**src/rtl/semaforo_pkg.sv**
```systemverilog
// Shared definitions for the intersection controllers.
// Holds the pedestrian-head state encoding, the default 50 MHz durations
// of the pedestrian controller, and the vehicle light timing constants.
package semaforo_pkg;

    // Pedestrian controller state encoding
    typedef enum logic [1:0] {
        ST_STOP  = 2'b00,
        ST_WALK  = 2'b01,
        ST_FLASH = 2'b10,
        ST_FAULT = 2'b11
    } ped_state_t;

    localparam int unsigned CLK_HZ = 50_000_000;

    // Pedestrian durations at 50 MHz
    localparam int unsigned PED_WALK_CYCLES     = 30_000_000;  // 0.6 s steady WALK
    localparam int unsigned PED_FLASH_CYCLES    = 15_000_000;  // 0.3 s clearance
    localparam int unsigned PED_FLASH_HALF      = 6_250_000;   // blink half-period
    localparam int unsigned PED_DEBOUNCE_CYCLES = 1_000_000;   // 20 ms stable press
    localparam int unsigned PED_CNT_W           = 26;

    // Vehicle light durations at 50 MHz
    localparam int unsigned VEH_GREEN_CYCLES  = 1_000_000_000; // 20 s
    localparam int unsigned VEH_YELLOW_CYCLES = 150_000_000;   // 3 s
    localparam int unsigned VEH_RED_CYCLES    = 1_000_000_000; // 20 s
    localparam int unsigned VEH_CNT_W         = 30;

endpackage

```
**src/rtl/btn_debounce.sv**
```systemverilog
// Push-button conditioner: 2-flop synchronizer, debounce counter, rise detect.
// Ports:
//   clk, rst  - clock, asynchronous active-high reset
//   btn_raw   - raw asynchronous, bouncy button
//   level     - debounced level, high after DEBOUNCE_CYCLES stable high samples
//   press     - high in the cycle whose closing edge raises level
module btn_debounce #(
    parameter int unsigned DEBOUNCE_CYCLES = 1_000_000,
    parameter int unsigned CNT_W           = 26
) (
    input  logic clk,
    input  logic rst,
    input  logic btn_raw,
    output logic level,
    output logic press
);

    logic             sync1;
    logic             sync2;
    logic [CNT_W-1:0] cnt;

    // Counter saturates at DEBOUNCE_CYCLES; press is the decode that flips level
    // on the coming edge, so downstream logic sees the press on that same edge.
    assign press = sync2 & ~level & (cnt == CNT_W'(DEBOUNCE_CYCLES));

    // Synchronizer, debounce counter and level register
    always_ff @(posedge clk or posedge rst) begin
        if (rst) begin
            sync1 <= 1'b0;
            sync2 <= 1'b0;
            cnt   <= '0;
            level <= 1'b0;
        end else begin
            sync1 <= btn_raw;
            sync2 <= sync1;
            if (!sync2) begin
                cnt   <= '0;
                level <= 1'b0;
            end else if (press) begin
                level <= 1'b1;
            end else if (!level) begin
                cnt <= cnt + CNT_W'(1);
            end
        end
    end

endmodule

```
**src/rtl/pedestrian_signal.sv**
```systemverilog
// Pedestrian crossing controller slaved to the vehicle light FSM.
// A latched button request gets a WALK phase at the next vehicle red rise,
// followed by a blinking DON'T WALK clearance. Lamp conflicts lock into FAULT.
// Ports:
//   clk, rst           - clock, asynchronous active-high reset
//   red, yellow, green - registered vehicle lamps (same clock domain)
//   ped_btn            - raw pedestrian push-button
//   walk, dont_walk    - pedestrian heads
//   req_pending        - request latched (wait indicator)
//   fault              - sticky lamp-conflict flag
module pedestrian_signal
    import semaforo_pkg::*;
#(
    parameter int unsigned WALK_CYCLES     = PED_WALK_CYCLES,
    parameter int unsigned FLASH_CYCLES    = PED_FLASH_CYCLES,
    parameter int unsigned FLASH_HALF      = PED_FLASH_HALF,
    parameter int unsigned DEBOUNCE_CYCLES = PED_DEBOUNCE_CYCLES,
    parameter int unsigned CNT_W           = PED_CNT_W
) (
    input  logic clk,
    input  logic rst,
    input  logic red,
    input  logic yellow,
    input  logic green,
    input  logic ped_btn,
    output logic walk,
    output logic dont_walk,
    output logic req_pending,
    output logic fault
);

    ped_state_t       state;
    ped_state_t       state_next;
    logic [CNT_W-1:0] cnt;
    logic [CNT_W-1:0] cnt_next;
    logic [CNT_W-1:0] half_cnt;
    logic [CNT_W-1:0] half_next;
    logic             blink;
    logic             blink_next;
    logic             req_next;
    logic             red_d;
    logic             btn_level;
    logic             btn_press;
    logic             new_press;
    logic             red_rise;
    logic             conflict;
    logic             unsafe;

    btn_debounce #(
        .DEBOUNCE_CYCLES(DEBOUNCE_CYCLES),
        .CNT_W          (CNT_W)
    ) u_btn (
        .clk    (clk),
        .rst    (rst),
        .btn_raw(ped_btn),
        .level  (btn_level),
        .press  (btn_press)
    );

    // Press qualifier: only a low-to-high transition of the debounced level counts
    assign new_press = btn_press & ~btn_level;
    assign red_rise  = red & ~red_d;
    assign conflict  = red & (yellow | green);
    assign unsafe    = ~red | yellow | green;

    // Next-state, counters, blink phase and request latch
    always_comb begin
        state_next = state;
        cnt_next   = '0;
        half_next  = '0;
        blink_next = 1'b0;
        req_next   = req_pending;

        if (conflict || state == ST_FAULT) begin
            state_next = ST_FAULT;
        end else begin
            case (state)
                ST_STOP: begin
                    if (red_rise && (req_pending || new_press)) begin
                        state_next = ST_WALK;
                    end else if (new_press) begin
                        req_next = 1'b1;
                    end
                end
                ST_WALK: begin
                    if (unsafe) begin
                        state_next = ST_STOP;
                    end else if (cnt == CNT_W'(WALK_CYCLES - 1)) begin
                        state_next = ST_FLASH;
                    end else begin
                        cnt_next = cnt + CNT_W'(1);
                    end
                end
                ST_FLASH: begin
                    if (new_press) begin
                        req_next = 1'b1;
                    end
                    if (unsafe || cnt == CNT_W'(FLASH_CYCLES - 1)) begin
                        state_next = ST_STOP;
                    end else begin
                        cnt_next = cnt + CNT_W'(1);
                        if (half_cnt == CNT_W'(FLASH_HALF - 1)) begin
                            blink_next = ~blink;
                        end else begin
                            blink_next = blink;
                            half_next  = half_cnt + CNT_W'(1);
                        end
                    end
                end
                default: state_next = ST_FAULT;
            endcase
        end

        // The request is consumed on entry to WALK, including a same-cycle press
        if (state_next == ST_WALK && state != ST_WALK) begin
            req_next = 1'b0;
        end
    end

    // State, counters and registered head outputs decoded from the next state
    always_ff @(posedge clk or posedge rst) begin
        if (rst) begin
            state       <= ST_STOP;
            cnt         <= '0;
            half_cnt    <= '0;
            blink       <= 1'b0;
            req_pending <= 1'b0;
            red_d       <= 1'b0;
            walk        <= 1'b0;
            dont_walk   <= 1'b1;
            fault       <= 1'b0;
        end else begin
            state       <= state_next;
            cnt         <= cnt_next;
            half_cnt    <= half_next;
            blink       <= blink_next;
            req_pending <= req_next;
            red_d       <= red;
            walk        <= (state_next == ST_WALK);
            dont_walk   <= (state_next == ST_FLASH) ? blink_next : (state_next != ST_WALK);
            fault       <= (state_next == ST_FAULT);
        end
    end

endmodule

```
**config.mk**
```make
export PLATFORM = sky130hd
export DESIGN_NAME = pedestrian_signal
export DESIGN_NICKNAME = d
export VERILOG_FILES = /design/src/rtl/semaforo_pkg.sv /design/src/rtl/btn_debounce.sv /design/src/rtl/pedestrian_signal.sv
export SDC_FILE = /design/constraint.sdc
export NUM_CORES = 1
export LEC_CHECK = 0
export CAP_MARGIN = 25
export CORE_MARGIN = 5
export CORE_UTILIZATION = 58
export CTS_BUF_LIST = sky130_fd_sc_hd__clkbuf_8
export DETAILED_ROUTE_END_ITERATION = 8
export PLACE_DENSITY = 0.86
export SETUP_SLACK_MARGIN = 0.15
export SYNTH_ARGS = -nofsm -noshare
export SYNTH_HDL_FRONTEND = slang
export SYNTH_HIERARCHICAL = 1
export SYNTH_SLANG_ARGS = --single-unit
```
**constraint.sdc**
```tcl
create_clock -name clk -period 2.4 [get_ports clk]
set_clock_uncertainty 0.15 [all_clocks]
set_input_delay 0.48 -clock clk [delete_from_list [all_inputs] [get_ports clk]]
set_output_delay 0.48 -clock clk [all_outputs]
set_load 0.005 [all_outputs]
```
# Yosys cells after proc, flatten, opt, wreduce, memory -nomap -nowiden
# Index checks and enable logic that the tools add are counted.
[word_totals]
ff_bits = 89
word_cells = 84
[op_classes]
n_addsub = 3
eq_ne = 17
muxes = 30
bitwise = 12
n_reduce_logical = 9
[ops]
columns = ["cell", "count"]
rows = [
  ["two-way mux 26 bit", 11],
  ["adder 26 x 1 -> 26 bit, second input constant", 3],
  ["case mux 26 bit (2 select lines)", 1],
  ["equality test 26 x 20 -> 1 bit, second input constant", 1],
  ["equality test 26 x 23 -> 1 bit, second input constant", 1],
  ["equality test 26 x 24 -> 1 bit, second input constant", 1],
  ["equality test 26 x 25 -> 1 bit, second input constant", 1],
  ["two-way mux 1 bit", 11],
  ["two-way mux 2 bit", 5],
  ["equality test 2 bit, second input constant", 4],
  ["!= test 2 x 1 -> 1 bit, second input constant", 3],
  ["!= test 2 bit, second input constant", 3],
  ["case mux 2 bit (3 select lines)", 1],
  ["AND 1 bit", 5],
  ["equality test 2 x 1 -> 1 bit, second input constant", 2],
  ["inverter 1 bit", 4],
  ["logical OR 1 bit", 3],
  ["!= test 3 bit, second input constant", 1],
  ["bitwise OR 1 bit", 3],
  ["AND reduction 3 bit", 1],
  ["nonzero test 3 bit", 1],
  ["logical AND 1 bit", 2],
  ["logical NOT 2 bit", 1],
  ["case mux 1 bit (2 select lines)", 1],
  ["AND reduction 2 bit", 1],
]

# Longest topological paths before layout
# Gate-level depths: netlist (run 1).
[logic_depth]
depth_word = 13
mapped_depth = 11

# Cells and area by module
# The synthesis (run 1) kept the hierarchy.
[modules_own_cells]
columns = ["module", "instances", "cells_each", "area_each_um2", "seq_area_each_um2"]
rows = [
  ["pedestrian_signal", 1, 319, 3061.7, 1502.7],
  ["btn_debounce", 1, 157, 1531.5, 725.7],
]

# Worst setup path after synthesis (run 1)
# No wires, ideal clock.
[synth_timing]
path_type = "flip-flop to flip-flop"
from = "reg u_btn.cnt[0]"
to = "reg req_pending"
setup_time_ps = 125
t_arrival_ps = 2201
t_required_ps = 2125
setup_slack_ps = -76
stages_incl_launch_ff = 12
path_buffers = 0
period_less_slack_ps = 2476
cell_sequence = "dfrtp_1 > inv_1 > ha_1 > nor3b_1 > nand4_1 > nor2_1 > nor2b_1 > o211a_1 > a21oi_1 > a22oi_1 > o21bai_4 > mux2_4"
[synth_between]
elab_chain_len = 12
word_cells_on_any_way = 19
cone_classes = "eq/ne (4); mux (8); bitwise (2); reduce/logical (5)"
[synth_rtl]
columns = ["element", "line", "rtl"]
rows = [
  ["from (decl)", "btn_debounce.sv:20", "logic [CNT_W-1:0] cnt;"],
  ["from (signal assigned)", "btn_debounce.sv:42", "cnt <= cnt + CNT_W'(1);"],
  ["equality test 26 x 20 -> 1 bit *", "btn_debounce.sv:24", "assign press = sync2 & ~level & (cnt == CNT_W'(DEBOUNCE_CYCLES));"],
  ["AND 1 bit *", "btn_debounce.sv:24", ""],
  ["net btn_press", "pedestrian_signal.sv:43", "logic btn_press;"],
  ["AND 1 bit *", "pedestrian_signal.sv:61", "assign new_press = btn_press & ~btn_level;"],
  ["logical OR 1 bit", "pedestrian_signal.sv:79", "if (red_rise && (req_pending || new_press)) begin"],
  ["logical AND 1 bit", "pedestrian_signal.sv:79", ""],
  ["two-way mux 2 bit", "pedestrian_signal.sv:79", ""],
  ["case mux 2 bit (3 select lines)", "pedestrian_signal.sv:77", "case (state)"],
  ["two-way mux 2 bit", "pedestrian_signal.sv:74", "if (conflict || state == ST_FAULT) begin"],
  ["equality test 2 x 1 -> 1 bit", "pedestrian_signal.sv:115", "if (state_next == ST_WALK && state != ST_WALK) begin"],
  ["logical AND 1 bit", "pedestrian_signal.sv:115", ""],
  ["!= test 3 bit (no source line), or another cell as far along", "--", ""],
  ["AND reduction 3 bit (no source line)", "--", ""],
  ["to (signal assigned)", "pedestrian_signal.sv:137", "req_pending <= req_next;"],
  ["to (decl)", "pedestrian_signal.sv:28", "output logic req_pending,"],
]
# The timed path passes the listed nets; every way through them passes the cells marked *. The select of a mux whose other input is x is not followed.
# A chain may end at the register's enable or synchronous reset.

# Worst setup path in the final report (run 1)
[layout_timing]
from = "reg u_btn.cnt[1]"
to = "reg req_pending"
[layout_between]
elab_chain_len = 12
word_cells_on_any_way = 19
cone_classes = "eq/ne (4); mux (8); bitwise (2); reduce/logical (5)"
[layout_rtl]
columns = ["element", "line", "rtl"]
rows = [
  ["equality test 26 x 20 -> 1 bit *", "btn_debounce.sv:24", ""],
  ["AND 1 bit *", "btn_debounce.sv:24", ""],
  ["net btn_press", "pedestrian_signal.sv:43", ""],
  ["AND 1 bit *", "pedestrian_signal.sv:61", ""],
  ["logical OR 1 bit *", "pedestrian_signal.sv:79", ""],
  ["logical AND 1 bit *", "pedestrian_signal.sv:79", ""],
  ["two-way mux 2 bit *", "pedestrian_signal.sv:79", ""],
  ["case mux 2 bit (3 select lines) *", "pedestrian_signal.sv:77", ""],
  ["two-way mux 2 bit *", "pedestrian_signal.sv:74", ""],
  ["net state_next[1]", "pedestrian_signal.sv:33", "ped_state_t state_next;"],
  ["equality test 2 x 1 -> 1 bit *", "pedestrian_signal.sv:115", ""],
  ["logical AND 1 bit *", "pedestrian_signal.sv:115", ""],
  ["!= test 3 bit (no source line), or another cell as far along", "--", ""],
  ["AND reduction 3 bit (no source line)", "--", ""],
]
# Marks and branches as above.

==> reports/qor.log, run 1 <==
INFO  sta            setup_viol=3
INFO  worst_setup_path timing.critical_path.cells=inv_2, ha_4, nor3b_2, nand4_1, nor2_1, nor2b_2, o211a_1, o211a_1, a32oi_2, o21bai_4, mux2_4
INFO  sta            unrepaired_setup_endpoints_after_global_routing=yes
INFO  power          fin_total_pwr=2700µW
INFO  layout         final_cell_mix=sky130_fd_sc_hd__dfrtp_1 (87), sky130_fd_sc_hd__nor2_1 (70), sky130_fd_sc_hd__buf_4 (44)
INFO  floorplan      floorplan.die_area=0.00980mm²
INFO  worst_setup_path crit_path_frequent_cell=sky130_fd_sc_hd__o211a_1
INFO  worst_setup_path cp_data_required_time=2.50ns
INFO  floorplan      floorplan.die.height=99.0µm
INFO  worst_setup_path critPathBufInv=1
INFO  sta            worst_slew_margin_relative_to_its_limit=72.6%
INFO  logic_synthesis synth_enable_flop_cells=0
INFO  place          io_buffers=9
INFO  sta            setup_tns=-0.196ns
INFO  sta            final-hold-violation-count=0
INFO  logic_synthesis async_reset_ff_share=100%
INFO  hold_path      worstHoldPathType=reg -> reg
INFO  place          place.gp.congestion=0.834
INFO  clock_tree     cts_root_buf=sky130_fd_sc_hd__clkbuf_8
INFO  clock_tree     clock_sinks=89
INFO  logic_synthesis yosys_most_used_dff=sky130_fd_sc_hd__dfrtp_1
INFO  layout         most_frequent_standard_cell_in_the_layout_excluding_fill_and_tap_cells=sky130_fd_sc_hd__dfrtp_1
INFO  layout         finish.net_count=545
INFO  logic_synthesis yosys_warnings=6
INFO  clock_tree     tritoncts_clock_tree=yes
INFO  worst_setup_path cp.arrival=2.61ns
INFO  worst_setup_path critical-path-top-delay-family=compound AO/OA/AOI/OAI gates
INFO  sta            maxClockFrequency=398MHz
INFO  drt            avgRoutedWirePerCell=15.9µm
INFO  flow_run       cap_violations=0
INFO  drt            drc_violation_total_after_the_first_tritonroute_iteration=133
INFO  place          dp_hpwl=7040µm
INFO  sta            final_critical_path_setup_slack=-0.110ns
INFO  clock_tree     tritoncts.num_buffers=9
INFO  floorplan      standard_cell_rows=32
INFO  floorplan      design.core.area=0.00773mm²
INFO  drt            drc=0
INFO  outcome        outcome=complete, but fails checks
INFO  clock_tree     clock_pin_slew_on_the_worst_setup_and_hold_paths=0.10ns
INFO  grt            grt_overflow=0
INFO  worst_setup_path path_max_fanout=3
INFO  floorplan      initial_utilization=59.4%
INFO  worst_setup_path worst_path_largest_cell_delay=0.39ns
INFO  clock_tree     cts_max_path_buffers=2
INFO  drt            detailedRoute.firstPassIterationCount=4
INFO  drt            postRouteAntennaNets=0
INFO  grt            wire_length_of_the_first_global_routing_pass=17300µm
INFO  floorplan      die-width=99.0µm
INFO  logic_synthesis syn-mean-instance-area=9.65µm²
INFO  layout         insertedDiodeCount=0
INFO  drt            routed_wirelength=10100µm
INFO  sta            timing.final.crit_share=105%
INFO  worst_setup_path criticalPathCategory=reg -> reg
INFO  drt            route.vias.total=3767
INFO  place          detailedPlace.worstSlack=-0.114ns
INFO  worst_setup_path cp_slowest_cell=sky130_fd_sc_hd__dfrtp_1
INFO  logic_synthesis ys_seq_elements=89
INFO  layout         layout_cells_sized_above_1=18.1%
INFO  clock_tree     ctsHoldBuffers=0
INFO  grt            via_count_of_the_first_global_routing_pass=3809
INFO  power          power.leakage=0.00225µW
INFO  logic_synthesis post_syn_nets=490
INFO  sta            finalMaxSlewViolations=0
INFO  grt            grt_usage=21.5%
INFO  floorplan      ioPinCount=10
INFO  grt            antenna_found_initial=0
INFO  power          powerDensity=495mW/mm²
INFO  sta            worst_slew_pin_slew=0.407ns
INFO  outcome        failing_checks=setup timing
INFO  logic_synthesis area_of_the_mapped_netlist=0.00459mm²
INFO  layout         flow.area_growth_from_synthesis=18.8%
INFO  logic_synthesis synthCells=476
INFO  drt            vias_per_cell=5.90
INFO  grt            grt_start_max_net_pins=47
INFO  logic_synthesis synth.yosys.seq_area_share=48.5%
INFO  sta            period_needed=2.51ns
INFO  clock_tree     h_tree_lvl_count=3
INFO  logic_synthesis post_synth_num_cell_types=52
INFO  worst_setup_path critical_path.endpoint_type=flip-flop
INFO  clock_tree     clk_latency=0.36ns
INFO  worst_setup_path cp-start-kind=flip-flop
INFO  power          highest_ir_drop_seen_on_vdd=518µV
[kinds of logic after synthesis]
group	Yosys count	share of synthesized area, %
and+or+nand+nor	228	26.6
DFF	89	48.5
AOI/OAI and AO/OA	62	8.96
xor gates and xnor gates	52	9.92
buffers and inverters	35	3.21
adders and majority gates	8	2.18
muxes	2	0.572
[Yosys cell counts (all sizes together) (2+ instances only)]
| cell | count | area, µm² |
|---|---|---|
| or4 | 10 | 75.1 |
| mux2 | 2 | 26.3 |
| o41ai | 3 | 26.3 |
| o21ai | 15 | 75.1 |
| xnor2 | 26 | 228 |
| nor3 | 6 | 30.0 |
| nor2 | 72 | 273 |
| or3 | 16 | 100 |
| o21bai | 2 | 26.3 |
| buf | 8 | 46.3 |
| xor2 | 26 | 228 |
| clkbuf | 6 | 22.5 |
| nor4 | 4 | 31.3 |
| and2 | 4 | 25.0 |
| dfrtp | 88 | 2200 |
| nor4b | 6 | 52.6 |
| o31ai | 8 | 60.1 |
| nand2 | 34 | 128 |
| nor2b | 2 | 12.5 |
| nand4 | 14 | 93.8 |
| ha | 8 | 100 |
| o211ai | 2 | 15.0 |
| o22ai | 2 | 12.5 |
| and3 | 11 | 68.8 |
| and4 | 9 | 78.8 |
| nand3 | 30 | 150 |
| a21oi | 20 | 100 |
| inv | 21 | 78.8 |
| nor4bb | 3 | 30.0 |
| o211a | 3 | 30.0 |
[metrics by stage]
stage               hold WS, ns  instances  utilization (%)  instance area (µm²)
floorplan                 0.181        476                -                 4600
global placement          0.184        618             66.4                 5130
detailed placement        0.209        618             66.4                 5130
CTS                       0.249        635             69.4                 5370
global route              0.259        638             70.6                 5460
finish                    0.257        638             70.6                 5460
[path summary, 6_finish.rpt]
kind | slack [ns] | depth (start not counted) | start | endpoint
max | -0.11 | 11 | u_btn/cnt[1]$_DFFE_PP0P_ | req_pending$_DFFE_PP0P_
min reg2reg | 0.26 | 0 | u_btn/sync1$_DFF_PP0_ | u_btn/sync2$_DFF_PP0_
min in group asynchronous | 0.27 | 2 | rst | half_cnt[19]$_DFF_PP0_
min | 0.26 | 0 | u_btn/sync1$_DFF_PP0_ | u_btn/sync2$_DFF_PP0_
max in group asynchronous | 1.22 | 3 | rst | dont_walk$_DFF_PP1_
max reg2reg | -0.11 | 11 | u_btn/cnt[1]$_DFFE_PP0P_ | req_pending$_DFFE_PP0P_
[metal layers]
layer	track usage, %	up-vias	part of all wire [%]
met5	0	-	0
met4	9.03	0	1.2
met3	3.61	10	3.4
met2	36.1	84	53
met1	27.3	1881	43
li1	-	1792	-
[layout make-up]
class | instances | area [µm²]
Clock buffer | 10 | 138
Clock inverter | 6 | 72.6
Tap cell | 102 | 128
Sequential cell | 89 | 2230
Inverter | 21 | 78.8
Timing Repair Buffer | 58 | 503
Fill cell | 532 | 2270
Multi-Input combinational cell | 352 | 2310
[registers in the layout, indices dropped and copies added, names as in the netlist]
| register | count |
|---|---|
| fault | 1 |
| cnt | 26 |
| req_pending | 1 |
| state | 2 |
| u_btn/sync2 | 1 |
| red_d | 1 |
| half_cnt | 26 |
| walk | 1 |
| u_btn/level | 1 |
| u_btn/cnt | 26 |
| dont_walk | 1 |
| blink | 1 |
| u_btn/sync1 | 1 |
[repair_timing]
action,in CTS,in global routing
pin swaps,4,13
buffers inserted,1,3
resized for setup,4,16
endpoints found under the setup margin,13,53
[report_power, final]
group / internal, µW / switching (µW)
Sequential: 1500 / 4.55
Combinational: 40.3 / 61.9
Clock: 521 / 569
Total: 2070 / 635
(Power assumes the default switching activity.)
==> run 2: changes to the inputs <==
Settings changed: CORE_MARGIN 5 to 2, SLEW_MARGIN set to 5.
==> reports/qor.log, run 2 (synthesized netlist as in run 1, its figures left out) <==
INFO  outcome        outcome=complete, but fails checks
INFO  outcome        failing_checks=setup timing
INFO  worst_setup_path timing.critical_path.cells=inv_2, ha_2, nor3b_2, nand4_1, nor2_1, nor2b_4, o211a_1, o211a_1, a32oi_2, o21bai_4, mux2_4
INFO  place          place.gp.congestion=0.872 [+4.5%]
INFO  place          io_buffers=9 [unchanged]
INFO  grt            grt_overflow=0 [unchanged]
INFO  sta            final_critical_path_setup_slack=-0.0959ns [+0.0140 ns]
INFO  layout         flow.area_growth_from_synthesis=20.3%
INFO  drt            vias_per_cell=6.04 [+2.2%]
INFO  layout         biggestRegsByFlops=cnt x26, half_cnt x26, u_btn/cnt x26
INFO  sta            worst_slew_pin_slew=0.493ns [+0.0861 ns]
INFO  place          dpl-instance-area=0.00510mm² [-0.54%]
INFO  floorplan      initial_utilization=59.7% [+0.31 points]
INFO  hold_path      worstHoldPathType=reg -> reg
INFO  floorplan      ioPinCount=10 [unchanged]
INFO  worst_setup_path crit_path_frequent_cell=sky130_fd_sc_hd__o211a_1
INFO  floorplan      standard_cell_rows=32 [unchanged]
INFO  drt            drc=0 [unchanged]
INFO  clock_tree     cts_root_buf=sky130_fd_sc_hd__clkbuf_8
INFO  worst_setup_path cp_slowest_cell=sky130_fd_sc_hd__dfrtp_1
INFO  power          highest_ir_drop_seen_on_vdd=366µV [-29%]
INFO  sta            timing.final.crit_share=104% [-0.58 points]
INFO  floorplan      floorplan.die.height=93.0µm [-6.1%]
INFO  sta            final-hold-violation-count=0 [unchanged]
INFO  worst_setup_path cp.arrival=2.60ns [about the same]
INFO  sta            period_needed=2.50ns [-0.0140 ns]
INFO  drt            drc_violation_total_after_the_first_tritonroute_iteration=238 [+79%]
INFO  worst_setup_path path_max_fanout=3 [unchanged]
INFO  sta            unrepaired_setup_endpoints_after_global_routing=yes
INFO  layout         layout_cells_sized_above_1=18.8% [+0.69 points]
INFO  clock_tree     cts_max_path_buffers=2 [unchanged]
INFO  layout         finish.net_count=552 [+1.3%]
INFO  drt            routed_wirelength=11000µm [+9.1%]
INFO  worst_setup_path worst_path_largest_cell_delay=0.38ns [about the same]
INFO  worst_setup_path criticalPathCategory=reg -> reg
INFO  place          detailedPlace.worstSlack=-0.202ns [-0.0881 ns]
INFO  layout         post-route-cell-area=0.00553mm² [+1.3%]
INFO  clock_tree     clock_pin_slew_on_the_worst_setup_and_hold_paths=0.09ns [about the same]
INFO  sta            maxClockFrequency=401MHz [+0.56%]
INFO  grt            wire_length_of_the_first_global_routing_pass=17100µm [-1.0%]
INFO  layout         insertedDiodeCount=0 [unchanged]
INFO  layout         fin_util=71.9% [+1.3 points]
INFO  sta            finalMaxSlewViolations=0 [unchanged]
INFO  clock_tree     h_tree_lvl_count=3 [unchanged]
INFO  drt            postRouteAntennaNets=0 [unchanged]
INFO  worst_setup_path critical-path-top-delay-family=compound AO/OA/AOI/OAI gates
INFO  grt            via_count_of_the_first_global_routing_pass=3720 [-2.3%]
INFO  worst_setup_path cp-start-kind=flip-flop
INFO  drt            avgRoutedWirePerCell=17.1µm [+7.9%]
INFO  layout         final_cell_mix=sky130_fd_sc_hd__dfrtp_1 (88), sky130_fd_sc_hd__nor2_1 (71), sky130_fd_sc_hd__buf_4 (48)
INFO  power          power.leakage=0.00228µW [+1.5%]
INFO  clock_tree     tritoncts_clock_tree=yes
INFO  grt            grt_start_max_net_pins=48 [+2.1%]
INFO  clock_tree     clock_sinks=89 [unchanged]
INFO  clock_tree     tritoncts.num_buffers=9 [unchanged]
INFO  power          powerDensity=459mW/mm² [-7.4%]
INFO  floorplan      floorplan.die_area=0.00865mm² [-12%]
INFO  worst_setup_path critPathBufInv=1 [unchanged]
INFO  sta            setup_viol=4 [+1]
INFO  grt            antenna_found_initial=0 [unchanged]
INFO  place          dp_hpwl=6670µm [-5.3%]
INFO  drt            route.vias.total=3893 [+3.3%]
INFO  layout         most_frequent_standard_cell_in_the_layout_excluding_fill_and_tap_cells=sky130_fd_sc_hd__dfrtp_1
INFO  worst_setup_path cp_data_required_time=2.50ns [about the same]
INFO  floorplan      die-width=93.0µm [-6.1%]
INFO  drt            detailedRoute.firstPassIterationCount=5 [+1]
INFO  floorplan      design.core.area=0.00769mm² [-0.52%]
INFO  flow_run       cap_violations=0 [unchanged]
INFO  sta            worst_slew_margin_relative_to_its_limit=66.8% [-5.8 points]
INFO  grt            grt_usage=24.7% [+3.3 points]
INFO  worst_setup_path critical_path.endpoint_type=flip-flop
INFO  clock_tree     clk_latency=0.36ns [about the same]
==> run 2: per-stage QoR <==
step	TNS [ns]	std cells	hold slack (ns)	power, µW
6_report	-0.310	645	0.205	2530
5_1_grt	-1.13	645	0.214	2640
4_1_cts	-0.0112	636	0.205	2550
3_5_place_dp	-0.752	616	0.185	1630
3_3_place_gp	-0.137	616	0.184	1630
2_1_floorplan	-0.0408	476	0.181	1590
==> run 2: layout make-up <==
cell class                      instances  area [µm²]
Multi-Input combinational cell        352        2340
Sequential cell                        89        2230
Fill cell                             538        2160
Timing Repair Buffer                   65         581
Clock buffer                           10         138
Tap cell                              102         128
Inverter                               21        78.8
Clock inverter                          6        35.0
==> run 2: worst paths after layout <==
path	startpoint	endpoint	slack, ns	depth (start not counted)
min	u_btn/sync1$_DFF_PP0_	u_btn/sync2$_DFF_PP0_	0.20	0
min in group asynchronous	rst	half_cnt[17]$_DFF_PP0_	0.27	2
max reg2reg	u_btn/cnt[0]$_DFFE_PP0P_	req_pending$_DFFE_PP0P_	-0.1	11
min reg2reg	u_btn/sync1$_DFF_PP0_	u_btn/sync2$_DFF_PP0_	0.20	0
max	u_btn/cnt[0]$_DFFE_PP0P_	req_pending$_DFFE_PP0P_	-0.1	11
max in group asynchronous	rst	dont_walk$_DFF_PP1_	1.23	3
==> run 2: timing repair <==
item                                    4_1_cts  5_1_grt
hold buffers                                  0        0
gates cloned                                  0        1
setup buffers                                 4        8
resized for setup                            11       17
endpoints found under the setup margin       57       64
pin swaps                                     6        9
==> run 2: worst register-to-register path, cell delays in order (launching register included) <==
cell,delay [ns]
sky130_fd_sc_hd__dfrtp_1,0.38
sky130_fd_sc_hd__inv_2,0.05
sky130_fd_sc_hd__ha_2,0.17
sky130_fd_sc_hd__nor3b_2,0.14
sky130_fd_sc_hd__nand4_1,0.12
sky130_fd_sc_hd__nor2_1,0.06
sky130_fd_sc_hd__nor2b_4,0.13
sky130_fd_sc_hd__o211a_1,0.25
sky130_fd_sc_hd__o211a_1,0.26
sky130_fd_sc_hd__a32oi_2,0.21
sky130_fd_sc_hd__o21bai_4,0.17
sky130_fd_sc_hd__mux2_4,0.30
==> run 2: per-layer routing <==
layer | up-vias | track usage [%] | share of wire, %
met5 | - | 0 | 0
met4 | 0 | 9.80 | 2.9
met3 | 29 | 3.46 | 6.0
met2 | 151 | 42.1 | 51
met1 | 1910 | 32.0 | 40
li1 | 1803 | - | -
==> run 2: power breakdown <==
part | internal (µW) | switching (µW)
Clock | 397 | 528
Combinational | 37.9 | 62.8
Sequential | 1500 | 4.23
==> run 3: changes to the inputs <==
Settings changed: SKIP_CTS_REPAIR_TIMING set to 1.
==> reports/qor.log, run 3 (synthesized netlist as in run 1, its figures left out) <==
INFO  drt            vias_per_cell=5.91 [-2.0%]
INFO  floorplan      die-width=93.0µm [unchanged]
INFO  worst_setup_path path_max_fanout=3 [unchanged]
INFO  grt            grt_usage=23.7% [-1.1 points]
INFO  place          place.gp.congestion=0.872 [unchanged]
INFO  floorplan      initial_utilization=59.7% [unchanged]
INFO  grt            grt_start_max_net_pins=48 [unchanged]
INFO  hold_path      worstHoldPathType=reg -> reg
INFO  floorplan      standard_cell_rows=32 [unchanged]
INFO  outcome        outcome=complete, but fails checks
INFO  sta            final_critical_path_setup_slack=-0.132ns [-0.0365 ns]
INFO  layout         fillCellCount=553 [+2.8%]
INFO  clock_tree     clock_sinks=89 [unchanged]
INFO  hold_path      timing.hold.worst.start=u_btn/sync1$_DFF_PP0_
INFO  clock_tree     cts_root_buf=sky130_fd_sc_hd__clkbuf_8
INFO  sta            setup_viol=2 [-2]
INFO  drt            postRouteAntennaNets=0 [unchanged]
INFO  layout         insertedDiodeCount=0 [unchanged]
INFO  layout         layout_cells_sized_above_1=18.5% [-0.27 points]
INFO  layout         most_frequent_standard_cell_in_the_layout_excluding_fill_and_tap_cells=sky130_fd_sc_hd__dfrtp_1
INFO  floorplan      ioPinCount=10 [unchanged]
INFO  sta            timing.final.crit_share=106% [+1.5 points]
INFO  grt            grt_overflow=0 [unchanged]
INFO  sta            period_needed=2.53ns [+0.0365 ns]
INFO  place          dp_hpwl=6670µm [unchanged]
INFO  flow_run       cap_violations=0 [unchanged]
INFO  floorplan      floorplan.die.height=93.0µm [unchanged]
INFO  grt            antenna_found_initial=0 [unchanged]
INFO  sta            worst_slew_margin_relative_to_its_limit=64.4% [-2.4 points]
INFO  sta            worst_slew_pin_slew=0.530ns [+0.0369 ns]
INFO  drt            routed_wirelength=10400µm [-5.7%]
INFO  place          detailedPlace.worstSlack=-0.202ns [unchanged]
INFO  sta            setup_tns=-0.157ns [+0.153 ns]
INFO  worst_setup_path r2r-end=req_pending$_DFFE_PP0P_
INFO  clock_tree     tritoncts_clock_tree=yes
INFO  sta            final-hold-violation-count=0 [unchanged]
INFO  hold_path      min_delay_path_depth=0 [unchanged]
INFO  drt            avgRoutedWirePerCell=16.2µm [-5.3%]
INFO  drt            met3WireLength=517µm [-23%]
INFO  worst_setup_path regToRegStartpoint=u_btn/cnt[1]$_DFFE_PP0P_
INFO  drt            detailedRoute.firstPassIterationCount=5 [unchanged]
INFO  layout         finish.net_count=549 [-0.54%]
INFO  layout         biggestRegsByFlops=cnt x26, half_cnt x26, u_btn/cnt x26
INFO  place          dpl-instance-area=0.00510mm² [unchanged]
INFO  worst_setup_path criticalPathCategory=reg -> reg
INFO  sta            finalMaxSlewViolations=0 [unchanged]
INFO  clock_tree     cts_max_path_buffers=2 [unchanged]
INFO  drt            wl_met2=5240µm [-7.6%]
INFO  hold_path      whs_endpoint=u_btn/sync2$_DFF_PP0_
INFO  power          powerDensity=466mW/mm² [+1.5%]
INFO  worst_setup_path regToRegSetupSlack=-0.13ns [-0.04 ns]
INFO  drt            drc=0 [unchanged]
INFO  drt            route.vias.total=3796 [-2.5%]
INFO  power          p_seq_share=59.2% [-0.3 points]
INFO  clock_tree     clk_latency=0.36ns [about the same]
INFO  worst_setup_path reg2reg_depth=11 [unchanged]
INFO  worst_setup_path cp-start-kind=flip-flop
INFO  drt            highest_layer=met4
INFO  clock_tree     tritoncts.num_buffers=9 [unchanged]
INFO  floorplan      design.core.area=0.00769mm² [unchanged]
INFO  layout         multi_input_area=0.00232mm² [-0.91%]
INFO  outcome        failing_checks=setup timing
INFO  power          internal-power=1940µW [about the same]
INFO  grt            wire_length_of_the_first_global_routing_pass=16500µm [-3.6%]
INFO  drt            drc_violation_total_after_the_first_tritonroute_iteration=217 [-8.8%]
INFO  worst_setup_path cp.arrival=2.64ns [+0.04 ns]
INFO  place          io_buffers=9 [unchanged]
INFO  power          highest_ir_drop_seen_on_vdd=349µV [-4.8%]
INFO  layout         flow.area_growth_from_synthesis=19.1%
INFO  drt            route.layer.met1.wl=4450µm [+1.5%]
INFO  power          clock_power_share=36.8% [+0.3 points]
INFO  layout         layout.area.seq=0.00223mm² [+0.11%]
INFO  power          power.leakage=0.00225µW [-1.5%]
INFO  floorplan      floorplan.die_area=0.00865mm² [unchanged]
INFO  layout         fin_util=71.2% [-0.75 points]
INFO  sta            maxClockFrequency=395MHz [-1.4%]
INFO  clock_tree     h_tree_lvl_count=3 [unchanged]
INFO  worst_setup_path cp_data_required_time=2.51ns [about the same]
INFO  worst_setup_path critical_path.endpoint_type=flip-flop
INFO  layout         post-route-cell-area=0.00547mm² [-1.0%]
INFO  grt            via_count_of_the_first_global_routing_pass=3621 [-2.7%]
INFO  power          power.net_switching=606µW [+1.8%]
INFO  power          power_switching_share=23.8% [+0.31 points]
INFO  worst_setup_path critical_path.startpoint=u_btn/cnt[1]$_DFFE_PP0P_
INFO  power          power_frac_comb=3.9% [about the same]
INFO  clock_tree     clock_pin_slew_on_the_worst_setup_and_hold_paths=0.09ns [about the same]
INFO  sta            unrepaired_setup_endpoints_after_global_routing=yes
INFO  layout         final_cell_mix=sky130_fd_sc_hd__dfrtp_1 (86), sky130_fd_sc_hd__nor2_1 (70), sky130_fd_sc_hd__buf_4 (47)
run 3: worst max path at each step:
stage                               to  depth (start not counted)
3_5_place_dp   req_pending$_DFFE_PP0P_                          7
4_1_cts        req_pending$_DFFE_PP0P_                          6
2_1_floorplan  req_pending$_DFFE_PP0P_                         11
5_1_grt        req_pending$_DFFE_PP0P_                         11
3_3_place_gp   req_pending$_DFFE_PP0P_                          7
6_report       req_pending$_DFFE_PP0P_                         11
run 3: layout make-up:
| class | instances | share of cell area, % |
|---|---|---|
| Multi-Input combinational cell | 352 | 42.4 |
| Sequential cell | 89 | 40.8 |
| Timing Repair Buffer | 62 | 9.90 |
| Clock buffer | 10 | 2.52 |
| Tap cell | 102 | 2.33 |
| Inverter | 21 | 1.44 |
| Clock inverter | 6 | 0.640 |
run 3: worst max-delay path, cell delays in order, from the launching register on:
cell and delay (ns):
sky130_fd_sc_hd__dfrtp_1 0.38, sky130_fd_sc_hd__inv_1 0.07, sky130_fd_sc_hd__ha_2 0.17, sky130_fd_sc_hd__nor3b_4 0.14, sky130_fd_sc_hd__nand4_1 0.14, sky130_fd_sc_hd__nor2_1 0.06, sky130_fd_sc_hd__nor2b_4 0.12, sky130_fd_sc_hd__o211a_1 0.25
sky130_fd_sc_hd__o211a_1 0.24, sky130_fd_sc_hd__a32oi_2 0.23, sky130_fd_sc_hd__o21bai_4 0.18, sky130_fd_sc_hd__mux2_4 0.31
run 3: power by group through the flow:
stage | registers [µW] | logic, µW | clock network, µW
floorplan | 1540 | 44.4 | 0
global placement | 1540 | 90.6 | 0
detailed placement | 1540 | 94.3 | 0
CTS | 1510 | 96.1 | 940
global route | 1510 | 113 | 1030
finish | 1510 | 100 | 938
run 3: per-stage QoR:
step	hold WS, ns	total power (µW)	cells
floorplan	0.181	1590	476
global placement	0.184	1630	616
detailed placement	0.185	1630	616
CTS	0.205	2540	632
global route	0.214	2650	642
finish	0.205	2550	642
run 3: routing by layer:
metal  GRT usage [%]  up-vias
li1                -     1794
met1            31.8     1877
met2            39.1      109
met3            3.22       16
met4            9.44        0
met5               0        -
